===== src/rtl/mult_seq32_if.sv =====
// rtl/mult_seq32_if.sv - start/result and HI/LO write bus between control unit and mult_seq32
interface mult_seq32_if;
  logic        start;
  logic        is_signed;
  logic [31:0] op_a;
  logic [31:0] op_b;
  logic        wr_hi;
  logic        wr_lo;
  logic [31:0] wr_data;
  logic        busy;
  logic        done;
  logic [31:0] hi;
  logic [31:0] lo;

  modport master (
    output start, is_signed, op_a, op_b, wr_hi, wr_lo, wr_data,
    input  busy, done, hi, lo
  );

  modport slave (
    input  start, is_signed, op_a, op_b, wr_hi, wr_lo, wr_data,
    output busy, done, hi, lo
  );
endinterface


===== src/rtl/mult_seq32.sv =====
// rtl/mult_seq32.sv - sequential 32x32 MULT/MULTU built on one shared 16x16 multiplier core
module multiplier (
  input  logic [15:0] a,
  input  logic [15:0] b,
  output logic [31:0] z
);
  assign z = a * b;
endmodule

module mult_seq32 (
  input  logic         clk,
  input  logic         rst_n,
  mult_seq32_if.slave  bus
);
  typedef enum logic [2:0] {IDLE, P0, P1, P2, P3, FIX} state_t;

  state_t      state_q, state_d;
  logic [31:0] ma_q, ma_d;
  logic [31:0] mb_q, mb_d;
  logic        neg_q, neg_d;
  logic [63:0] acc_q, acc_d;
  logic [31:0] hi_q, hi_d;
  logic [31:0] lo_q, lo_d;
  logic        done_q, done_d;

  logic [15:0] mul_a, mul_b;
  logic [31:0] mul_z;
  logic [31:0] abs_a, abs_b;
  logic [63:0] mul_z64;

  multiplier u_core (.a(mul_a), .b(mul_b), .z(mul_z));

  // Magnitudes are taken as 32-bit unsigned, so |0x80000000| stays 0x80000000.
  assign abs_a   = (bus.is_signed && bus.op_a[31]) ? (~bus.op_a + 32'd1) : bus.op_a;
  assign abs_b   = (bus.is_signed && bus.op_b[31]) ? (~bus.op_b + 32'd1) : bus.op_b;
  assign mul_z64 = {32'd0, mul_z};

  always_comb begin
    state_d = state_q;
    ma_d    = ma_q;
    mb_d    = mb_q;
    neg_d   = neg_q;
    acc_d   = acc_q;
    hi_d    = hi_q;
    lo_d    = lo_q;
    done_d  = 1'b0;
    mul_a   = 16'd0;
    mul_b   = 16'd0;
    case (state_q)
      IDLE: begin
        if (bus.wr_hi) hi_d = bus.wr_data;
        if (bus.wr_lo) lo_d = bus.wr_data;
        if (bus.start) begin
          ma_d    = abs_a;
          mb_d    = abs_b;
          neg_d   = bus.is_signed & (bus.op_a[31] ^ bus.op_b[31]);
          acc_d   = 64'd0;
          state_d = P0;
        end
      end
      P0: begin
        mul_a   = ma_q[15:0];
        mul_b   = mb_q[15:0];
        acc_d   = acc_q + mul_z64;
        state_d = P1;
      end
      P1: begin
        mul_a   = ma_q[31:16];
        mul_b   = mb_q[15:0];
        acc_d   = acc_q + (mul_z64 << 16);
        state_d = P2;
      end
      P2: begin
        mul_a   = ma_q[15:0];
        mul_b   = mb_q[31:16];
        acc_d   = acc_q + (mul_z64 << 16);
        state_d = P3;
      end
      P3: begin
        mul_a   = ma_q[31:16];
        mul_b   = mb_q[31:16];
        acc_d   = acc_q + (mul_z64 << 32);
        state_d = FIX;
      end
      FIX: begin
        {hi_d, lo_d} = neg_q ? (~acc_q + 64'd1) : acc_q;
        done_d       = 1'b1;
        state_d      = IDLE;
      end
      default: state_d = IDLE;
    endcase
  end

  always_ff @(posedge clk or negedge rst_n) begin
    if (!rst_n) begin
      state_q <= IDLE;
      ma_q    <= 32'd0;
      mb_q    <= 32'd0;
      neg_q   <= 1'b0;
      acc_q   <= 64'd0;
      hi_q    <= 32'd0;
      lo_q    <= 32'd0;
      done_q  <= 1'b0;
    end else begin
      state_q <= state_d;
      ma_q    <= ma_d;
      mb_q    <= mb_d;
      neg_q   <= neg_d;
      acc_q   <= acc_d;
      hi_q    <= hi_d;
      lo_q    <= lo_d;
      done_q  <= done_d;
    end
  end

  assign bus.busy = (state_q != IDLE);
  assign bus.done = done_q;
  assign bus.hi   = hi_q;
  assign bus.lo   = lo_q;
endmodule

===== src/flat_wrapper.sv =====
// flat-port wrapper written by rule: the top's interface ports become plain ports
module mult_seq32_flat 
  (clk, rst_n, bus_start, bus_is_signed, bus_op_a, bus_op_b, bus_wr_hi, bus_wr_lo, bus_wr_data, bus_busy, bus_done, bus_hi, bus_lo);
  mult_seq32_if bus_i ();
  input  logic clk;
  input  logic rst_n;
  input wire logic [$bits(bus_i.start)-1:0] bus_start;
  input wire logic [$bits(bus_i.is_signed)-1:0] bus_is_signed;
  input wire logic [$bits(bus_i.op_a)-1:0] bus_op_a;
  input wire logic [$bits(bus_i.op_b)-1:0] bus_op_b;
  input wire logic [$bits(bus_i.wr_hi)-1:0] bus_wr_hi;
  input wire logic [$bits(bus_i.wr_lo)-1:0] bus_wr_lo;
  input wire logic [$bits(bus_i.wr_data)-1:0] bus_wr_data;
  output wire logic [$bits(bus_i.busy)-1:0] bus_busy;
  output wire logic [$bits(bus_i.done)-1:0] bus_done;
  output wire logic [$bits(bus_i.hi)-1:0] bus_hi;
  output wire logic [$bits(bus_i.lo)-1:0] bus_lo;
  assign bus_i.start = bus_start;
  assign bus_i.is_signed = bus_is_signed;
  assign bus_i.op_a = bus_op_a;
  assign bus_i.op_b = bus_op_b;
  assign bus_i.wr_hi = bus_wr_hi;
  assign bus_i.wr_lo = bus_wr_lo;
  assign bus_i.wr_data = bus_wr_data;
  assign bus_busy = bus_i.busy;
  assign bus_done = bus_i.done;
  assign bus_hi = bus_i.hi;
  assign bus_lo = bus_i.lo;
  mult_seq32 u_core (.clk(clk), .rst_n(rst_n), .bus(bus_i));
endmodule

===== config.mk =====
export PLATFORM = sky130hd
export DESIGN_NAME = mult_seq32_flat
export DESIGN_NICKNAME = d
export VERILOG_FILES = /design/src/rtl/mult_seq32_if.sv /design/src/rtl/mult_seq32.sv /design/src/flat_wrapper.sv
export SDC_FILE = /design/constraint.sdc
export NUM_CORES = 1
export LEC_CHECK = 0
export BUFFER_PORTS_ARGS = -buffer_cell sky130_fd_sc_hd__buf_2
export CORE_ASPECT_RATIO = 0.75
export CORE_MARGIN = 10
export CORE_UTILIZATION = 44
export CTS_CLUSTER_DIAMETER = 40
export DETAILED_ROUTE_END_ITERATION = 8
export HOLD_SLACK_MARGIN = 0.05
export PLACE_DENSITY = 0.61
export SETUP_SLACK_MARGIN = 0.4
export SYNTH_ARGS = -nofsm -noshare
export SYNTH_HDL_FRONTEND = slang
export SYNTH_SLANG_ARGS = --single-unit

===== constraint.sdc =====
create_clock -name clk -period 18.5 [get_ports clk]
set_clock_uncertainty 0.1 [all_clocks]
set_input_delay 3.7 -clock clk [delete_from_list [all_inputs] [get_ports clk]]
set_output_delay 3.7 -clock clk [all_outputs]
set_load 0.05 [all_outputs]

---- Yosys cells after proc, flatten, opt, wreduce, memory -nomap -nowiden ----
Index checks and enable logic that the tools add are counted.
storage, ports and cells
  flip-flop bits (word level) ............. 197
  latch bits .............................. 0
  memory bits (writable) .................. 0
  ROM bits ................................ 0
  input port bits ......................... 102
  logic and storage cells ................. 57
  memories ................................ 0
cells by class
  $add $sub $neg .......................... 6
  multipliers ............................. 1
  divide/modulo/power cells ............... 0
  $lt $le $gt $ge ......................... 0
  eq/ne operators ......................... 8
  shifts and indexed selects .............. 0
  multiplexer cells ....................... 14
  bitwise logic cells ..................... 5
  reductions and logical operators ........ 15
operators by type and width
  kind                                                  number
  case mux 64 bit (4 select lines)                      1
  2-to-1 mux 32 bit                                     4
  2-to-1 mux 64 bit                                     2
  case mux 32 bit (2 select lines)                      2
  adder 32 x 1 -> 32 bit (second input constant)        2
  adder 64 x 1 -> 64 bit (second input constant)        1
  adder 64 x 32 -> 64 bit                               1
  adder 64 x 48 -> 64 bit                               1
  adder 64 bit                                          1
  inverter 32 bit                                       2
  inverter 64 bit                                       1
  case mux 16 bit (2 select lines)                      2
  multiplier 16 x 16 -> 32 bit                          1
  case mux 3 bit (5 select lines)                       1
  OR reduction 2 bit                                    5
  AND reduction 2 bit                                   4
  equality test 3 x 2 -> 1 bit (second input constant)  2
  equality test 3 bit (second input constant)           2
  != test 2 bit (second input constant)                 3
  nonzero test 4 bit                                    1
  equality test 3 x 1 -> 1 bit (second input constant)  1
  zero test 3 bit                                       1
  2-to-1 mux 3 bit                                      1
  nonzero test 3 bit                                    1
  other kinds (5)                                       6

---- Depth between registers and ports, before layout ----
Gate-level depths: netlist (run 1).
  word-level depth ........................ 6
  depth in mapped cells ................... 43
  gate-level depth less buffers ........... 39

---- Hierarchy ----
From an unflattened synthesis (run 1), not the netlist that was laid out.
unflattened totals
  cells, all modules ...................... 3,155
  area, all modules ....................... 25,911.1 um^2
by module, submodules not included
  module      times used  cells each  area each (um^2)  seq. area each (um^2)
  mult_seq32  1           2,178       17,405.4          4,929.7
  multiplier  1           977         8,505.7           0.0

---- Worst setup path after synthesis (run 1) ----
No wires, ideal clock.
  path kind ............................... register to register
  from .................................... register u_core.state_q[1]
  to ...................................... register u_core.acc_q[38]
  arrival ................................. 9,311 ps
  data required time ...................... 18,258 ps
  path slack .............................. 8,947 ps
  cell stages (with the launch flop) ...... 42
  clock period less this slack ............ 9,553 ps
  cell sequence ........................... dfrtp_1 > clkbuf_1 > nand2b_1 > clkbuf_1 > a21oi_1 > clkbuf_1 > a22o_1 > clkbuf_1 > nand2_1 > fa_1 > inv_1 > fa_1 > fa_1 > fa_1 > fa_1 > inv_1 > fa_1 > inv_1 > (+6 left out) > nand2_1 > nor3_1 > o21ai_0 > nand2b_1 > a21oi_1 > xnor2_1 > ha_1 > clkbuf_1 > nand3_1 > nor3b_1 > or4_1 > a21oi_1 > a31oi_1 > and3_1 > clkbuf_1 > and3_1 > xnor2_1 > o221ai_1
on the way
  word-level cells in the longest chain between the ends .. 6
RTL lines
  element                                               RTL line           source
  from (decl)                                           mult_seq32.sv:17   state_t state_q, state_d;
  from (signal assigned)                                mult_seq32.sv:105  state_q <= state_d;
  equality test 3 x 2 -> 1 bit (tied with other cells)  mult_seq32.sv:49   case (state_q)
  OR reduction 2 bit (no line)                          -
  case mux 16 bit (2 select lines)                      mult_seq32.sv:49
  multiplier 16 x 16 -> 32 bit                          mult_seq32.sv:7    assign z = a * b;
  adder 64 bit (tied with other cells)                  mult_seq32.sv:82   acc_d = acc_q + (mul_z64 << 32);
  case mux 64 bit (4 select lines)                      mult_seq32.sv:49
  to (signal assigned)                                  mult_seq32.sv:100  acc_q <= 64'd0;
  to (signal assigned)                                  mult_seq32.sv:109  acc_q <= acc_d;
  to (decl)                                             mult_seq32.sv:21   logic [63:0] acc_q, acc_d;
Parallel ways exist; a longest one is shown, timed or not.
A chain may end at the register's enable or synchronous reset.

---- Final worst setup path (run 1) ----
  from .................................... register u_core.state_q[2]
  to ...................................... register u_core.acc_q[63]
The elaborated chain is that of the path after synthesis.

==> results by group, run 1 <==
Status
  – Status: finished clean

Clock tree
  – CTS buffer count: 17
  – Clock Pin Slew Worst Setup and Hold Paths: 0.09 ns
  – Htree depth: 4
  – CTS root buffer: clkbuf_16
  – Clock sink count: 197
  – Post-cts resize count: 0
  – Clk_lat worst skew: 0.52 ns
  – Post-CTS Hold Buffers: 0
  – Postcts setup bufs: 0
  – Longest Clk Path Bufs: 2
  – CTS tree: built

Worst setup path
  – Most used cell along the critical path: fa_1
  – CP Class: reg -> reg
  – Slowest cell delay on critical path: 0.87 ns
  – Critical Path AT: 12.45 ns
  – Critical-path top delay cell: a2111oi_0
  – Crit Path Max Fanout: 35
  – Worst path buffer plus inverter count: 6
  – Critical Path RT: 18.81 ns
  – CP endpoint kind: flip-flop
  – Startpoint types: flip-flop
  – Crit-path leading delay family: compound AO/OA/AOI/OAI gates

Finish
  – Layout area overhead: 8.72%
  – Non-filler cells, final: 3825
  – Most frequent cells in the layout: 399 x nand2_1, 285 x inv_1, 253 x o21ai_0
  – Final nets: 3581
  – Commonest non-fill, non-tap cell in the layout: nand2_1
  – Post-route cell area: 27000 um2
  – Layout cells sized above 1: 0.0938

Timing
  – RSZ-0062 raised after global routing: no
  – Tmin final: 12.14 ns
  – Final hold violation count: 0
  – Setup tns final: 0 ns
  – Setup WS post-layout: 6.36 ns
  – Worst-Margin Slew: 1.13 ns
  – Fmax: 82.4 MHz
  – Final setup vio count: 0
  – Relative slew slack: 0.241
  – Crit share post-route: 0.656
  – Max Slew Vio Count: 0

Logic synthesis
  – Adder-cell share of the synthesized area: 0.261
  – Simple-gate share of the synthesized area: 0.163
  – Synth warnings: 0
  – Syn Nets: 3500
  – Mux contribution to synthesized area: 0.0281
  – Post-synthesis register bit count: 197
  – Post-synth top flop: dfrtp_1
  – Synth unique cells: 80
  – Post-Syn Instances: 2998
  – Largest family of logic cells by synthesized area: adder cells
  – Compound-gate portion of the synthesized area: 0.197
  – Ranking of synthesized cells by area: dfrtp_1 20%, fa_1 16%, ha_1 10%, nand2_1 6.1%, xnor2_1 6.0%
  – Post-synth top area cell: dfrtp_1
  – Post-synthesis sequential area ratio: 0.199
  – EDFF count, synth: 0
  – Cell Area, Synth: 24800 um2
  – Post-synth top area share: 0.199
  – Ys async rst share: 1.00
  – Synth Area in XOR/XNOR: 0.0870
  – Post-Syn Area per Cell: 8.28 um2

Placement
  – Cell count after placement: 3791
  – Pre-CTS WS: 6.53 ns
  – Gpl congestion: 0.994
  – Post-detail-place hpwl: 71.2 mm
  – Port buffer count: 167
  – Placed Area: 26400 um2

Route
  – Vias per std cell: 5.99
  – Antenna Nets Post-Route: 0
  – Vias: 22926
  – Pre-Repair DR Iteration Count: 5
  – Starting DRT DRC Count: 2346
  – # DRC: 0
  – Final wirelength: 88.1 mm
  – Wire per inst: 23.0 um

Floorplan
  – Core footprint: 55800 um2
  – Starting density of the core: 0.444
  – Number of I/O pins: 168
  – Die Area: 66400 um2
  – FP Rows: 75
  – Die H: 226 um
  – Die Span X: 294 um

GRT
  – Total grt overflow: 0
  – Initial antenna violation count: 2
  – First-pass GRT wire length: 134 mm
  – Vias in the first global route: 21790
  – GRT Util Overall: 0.264
  – Largest net degree at the start of global routing: 87

Run
  – Max-Cap Viols: 0

Hold path
  – Worst Hold Class: reg -> reg
==> tightest hold or removal path, stage by stage (launching register included) <==
cell and delay [ns]:
dfrtp_2 0.36, nand2_1 0.05, o31ai_1 0.06
==> Yosys cell counts, types with 16 or more instances <==
| cell | instances |
|---|---|
| o31ai_1 | 37 |
| nor3_1 | 41 |
| or4_1 | 17 |
| a21o_1 | 44 |
| fa_1 | 197 |
| nand2b_1 | 28 |
| ha_1 | 203 |
| and2_1 | 18 |
| nand3_1 | 36 |
| a21oi_1 | 148 |
| a22o_1 | 31 |
| dfrtp_1 | 197 |
| o21bai_1 | 22 |
| nor2_1 | 227 |
| o21ai_0 | 253 |
| nand4_1 | 16 |
| or3_1 | 18 |
| xor2_1 | 75 |
| mux2i_1 | 54 |
| clkbuf_1 | 134 |
| inv_1 | 286 |
| and3_1 | 26 |
| nand2_1 | 400 |
| xnor2_1 | 169 |
| a22oi_1 | 49 |
| o211ai_1 | 21 |
| a31oi_1 | 25 |
==> flip-flops by register name (all words and copies together), names as in the netlist <==
signal	count
u_core.mb_q	32
u_core.ma_q	32
u_core.neg_q	1
u_core.bus.done	1
u_core.bus.lo	32
u_core.acc_q	64
u_core.state_q	3
u_core.bus.hi	32
==> through the flow <==
step	utilization	hold WS, ns
final	0.483	0.392
after CTS	0.483	0.400
after detailed placement	0.472	0.381
after global routing	0.483	0.441
after global placement	0.472	0.374
after floorplan	-	0.350
==> path summary, 6_finish.rpt <==
kind / start / endpoint / slack (ns) / cells after the start
hold reg to reg: u_core.neg_q$_DFFE_PN0P_ / u_core.neg_q$_DFFE_PN0P_ / 0.39 / 2
min in group asynchronous: rst_n / u_core.ma_q[5]$_DFFE_PN0P_ / 3.06 / 1
max in group asynchronous: rst_n / u_core.acc_q[34]$_DFFE_PN0P_ / 13.72 / 2
setup reg to reg: u_core.state_q[2]$_DFFE_PN0P_ / u_core.acc_q[63]$_DFFE_PN0P_ / 6.36 / 35
hold / removal: u_core.neg_q$_DFFE_PN0P_ / u_core.neg_q$_DFFE_PN0P_ / 0.39 / 2
setup / recovery: u_core.state_q[2]$_DFFE_PN0P_ / u_core.acc_q[63]$_DFFE_PN0P_ / 6.36 / 35
==> layout make-up <==
| cell class | count | area (um2) |
|---|---|---|
| Fill cell | 5426 | 28900 |
| Multi-Input combinational cell | 2369 | 18300 |
| Tap cell | 731 | 915 |
| Inverter | 286 | 1070 |
| Clock buffer | 18 | 429 |
| Clock inverter | 14 | 181 |
| Antenna cell | 2 | 5.00 |
| Sequential cell | 197 | 4930 |
| Timing Repair Buffer | 208 | 1150 |
==> layer usage <==
| metal | GRT usage | up-vias | part of all wire |
|---|---|---|---|
| li1 | - | 10486 | - |
| met1 | 0.405 | 11386 | 0.48 |
| met2 | 0.358 | 975 | 0.41 |
| met3 | 0.0761 | 79 | 0.099 |
| met4 | 0.0449 | 0 | 0.012 |
| met5 | 0 | - | 0 |
==> cell families after synthesis <==
logic type | Yosys count
muxes | 68
adders and majority gates | 400
DFF | 197
xor gates and xnor gates | 245
AOI/OAI and AO/OA | 765
and+or+nand+nor | 891
buffers and inverters | 432
Power of run 1 is left out: the tool's default activity adds up to more than one toggle a clock period on the data nets, which glitch-free logic cannot reach.
==> run 2: changes to the inputs <==
--- a/config.mk
+++ b/config.mk
@@ -12,7 +12,7 @@
 export CTS_CLUSTER_DIAMETER = 40
 export DETAILED_ROUTE_END_ITERATION = 8
 export HOLD_SLACK_MARGIN = 0.05
-export PLACE_DENSITY = 0.61
+export PLACE_DENSITY = 0.63
 export SETUP_SLACK_MARGIN = 0.4
 export SYNTH_ARGS = -nofsm -noshare
 export SYNTH_HDL_FRONTEND = slang
==> constraint.sdc (replaced) <==
create_clock -name clk -period 9.95 [get_ports clk]
set_clock_uncertainty 0.1 [all_clocks]
set_input_delay 1.99 -clock clk [delete_from_list [all_inputs] [get_ports clk]]
set_output_delay 1.99 -clock clk [all_outputs]
set_load 0.05 [all_outputs]
==> run 2 against run 1 <==
Effect of this change: wire length up 4.3%; global-route usage is 0.82 points higher; final cell count up 4.5%; hold slack improved by 0.019 ns; critical path depth up 4; register-to-register slack got worse by 5.7 ns; sequential share of layout area shrank 1.5 points; non-clock buffer count rose by 168; die area stayed put; utilization rose by 4.2 points; cell area rose by 8.8%; first-iteration DRC count increased by 4.8%.
==> results by group, run 2 (same netlist as run 1, synthesis figures left out) <==
Clock tree
  – Post-CTS Hold Buffers: 0 (unchanged)
  – Htree depth: 4 (unchanged)
  – CTS buffer count: 17 (unchanged)
  – Clock sink count: 197 (unchanged)
  – Longest Clk Path Bufs: 2 (unchanged)
  – CTS tree: built
  – Clk_lat worst skew: 0.50 ns (-0.02 ns)
  – CTS root buffer: clkbuf_16
  – Clock Pin Slew Worst Setup and Hold Paths: 0.09 ns (about the same)

Run
  – Max-Cap Viols: 0 (unchanged)

Floorplan
  – Number of I/O pins: 168 (unchanged)
  – Core footprint: 55800 um2 (unchanged)
  – Starting density of the core: 0.444 (unchanged)
  – Die Area: 66400 um2 (unchanged)
  – FP Rows: 75 (unchanged)
  – Die Span X: 294 um (unchanged)
  – Die H: 226 um (unchanged)

Timing
  – Final setup vio count: 0 (unchanged)
  – Tmin final: 9.33 ns (-2.81 ns)
  – Max Slew Vio Count: 0 (unchanged)
  – RSZ-0062 raised after global routing: yes
  – Relative slew slack: 0.254 (+0.0124)
  – Setup tns final: 0 ns (unchanged)
  – Crit share post-route: 0.938 (+0.281)
  – Fmax: 107 MHz (+30%)
  – Hold slack: 0.411 ns (+0.0187 ns)
  – Final hold violation count: 0 (unchanged)
  – Worst-Margin Slew: 1.12 ns (-0.0105 ns)

Worst setup path
  – Reg-to-reg startpoint: u_core.state_q[2]$_DFFE_PN0P_
  – Startpoint types: flip-flop
  – Worst reg2reg path depth: 39 (+11%)
  – Critical-path top delay cell: fa_1
  – CP Class: reg -> reg
  – CP endpoint kind: flip-flop
  – Worst reg2reg path endpoint: u_core.acc_q[56]$_DFFE_PN0P_
  – Critical Path RT: 10.23 ns (-8.58 ns)
  – Crit Path Max Fanout: 15 (-57%)
  – Slowest cell delay on critical path: 0.60 ns (-0.27 ns)
  – Critical Path AT: 9.61 ns (-2.84 ns)
  – Reg-to-reg slack, setup: 0.62 ns (-5.74 ns)

Route
  – Vias per std cell: 5.96 (-0.48%)
  – Starting DRT DRC Count: 2458 (+4.8%)
  – Met3 WL: 10.1 mm (+17%)
  – Antenna Nets Post-Route: 0 (unchanged)
  – Final wirelength: 91.9 mm (+4.3%)
  – Wire per inst: 23.0 um (-0.17%)
  – Vias: 23842 (+4.0%)
  – Met2 wire length: 36.9 mm (+3.4%)
  – # DRC: 0 (unchanged)
  – Wl on met1: 43.6 mm (+2.0%)
  – Top routing layer in use: met5
  – Pre-Repair DR Iteration Count: 5 (unchanged)

Hold path
  – Hold wc startpoint: u_core.ma_q[31]$_DFFE_PN0P_
  – Worst Hold Class: reg -> reg
  – Worst hold path depth: 2 (unchanged)
  – WHS Endpoint: u_core.ma_q[31]$_DFFE_PN0P_

Placement
  – Post-detail-place hpwl: 73.5 mm (+3.1%)
  – Port buffer count: 167 (unchanged)
  – Gpl congestion: 0.996 (+0.15%)
  – Cell count after placement: 3919 (+3.4%)

GRT
  – Initial antenna violation count: 6 (+4)
  – GRT Util Overall: 0.272 (+0.00824)
  – First-pass GRT wire length: 139 mm (+3.0%)
  – Total grt overflow: 0 (unchanged)
  – Largest net degree at the start of global routing: 125 (+44%)
  – Vias in the first global route: 22750 (+4.4%)

Status
  – Status: finished clean

Finish
  – Commonest non-fill, non-tap cell in the layout: nand2_1
  – Final core occ: 0.525 (+0.0423)
  – Layout cells sized above 1: 0.178 (+0.0838)
  – Layout area overhead: 18.2%
  – Non-filler cells, final: 3997 (+4.5%)
  – FILL cells: 5253 (-3.2%)
  – Most frequent cells in the layout: 392 x nand2_1, 285 x inv_1, 242 x o21ai_0
  – Largest register FFs: 64 (unchanged)
  – Largest Register: u_core.acc_q
  – Final nets: 3750 (+4.7%)
==> run 2: cell count changes in the layout (fill, tap and decap cells not counted), sizes merged <==
cell      previous run  this run
clkinv               5         6
clkinvlp             0         1
diode                2         5
and3                26        27
bufinv               1         0
buf                207       371
clkbuf              19        22
==> run 2: cell type report <==
cell class | instances | area, um2 | share of cell area
antenna | 5 | 12.5 | 0.000426
clock buffer | 17 | 425 | 0.0145
clock inverter | 15 | 193 | 0.00657
inverter | 286 | 1070 | 0.0366
multi-input combinational | 2370 | 19100 | 0.651
sequential | 197 | 4930 | 0.168
tap | 731 | 915 | 0.0312
timing repair buffer | 376 | 2680 | 0.0914
==> run 2: how the worst max path moves through the flow <==
| stage | startpoint | to | slack [ns] |
|---|---|---|---|
| 2_1_floorplan | u_core.state_q[1]$_DFFE_PN0P_ | u_core.acc_q[38]$_DFFE_PN0P_ | 0.41 |
| 3_3_place_gp | u_core.state_q[1]$_DFFE_PN0P_ | u_core.acc_q[63]$_DFFE_PN0P_ | -0.06 |
| 3_5_place_dp | u_core.state_q[1]$_DFFE_PN0P_ | u_core.acc_q[51]$_DFFE_PN0P_ | -0.43 |
| 4_1_cts | u_core.state_q[2]$_DFFE_PN0P_ | u_core.acc_q[51]$_DFFE_PN0P_ | 0.39 |
| 5_1_grt | u_core.state_q[0]$_DFFE_PN0P_ | u_core.acc_q[56]$_DFFE_PN0P_ | 0.33 |
| 6_report | u_core.state_q[2]$_DFFE_PN0P_ | u_core.acc_q[56]$_DFFE_PN0P_ | 0.62 |
==> run 2: stage by stage <==
stage / area [um2] / setup slack (ns)
floorplan: 24800 / 0.406
global placement: 27400 / -0.0644
detailed placement: 27400 / -0.428
CTS: 28300 / 0.394
global route: 29300 / 0.334
finish: 29300 / 0.619
==> run 2: worst max-delay path, delay by kind of cell (launching register included) <==
kind                     cells  cell delay (ns)
XOR/XNOR                     2             0.38
adder cells (fa/ha/maj)      8             3.79
AO/OA/AOI/OAI                6             1.05
AND/OR/NAND/NOR             13             2.18
flip-flops                   1             0.47
buffers and inverters       10             1.21
==> run 2: repair_timing <==
| item | in CTS | in global routing |
|---|---|---|
| resized for setup | 44 | 150 |
| setup buffers | 8 | 27 |
| setup endpoints to repair | 32 | 39 |
| endpoints found under the hold margin | 0 | 0 |
| gates cloned | 2 | 4 |
| pin swaps | 7 | 52 |
==> run 2: layer usage <==
layer	vias up	global-route usage
met5	-	0
met4	2	0.0557
met3	99	0.0764
met2	1082	0.372
met1	11813	0.414
li1	10846	-
Power of run 2 is left out for the same reason.
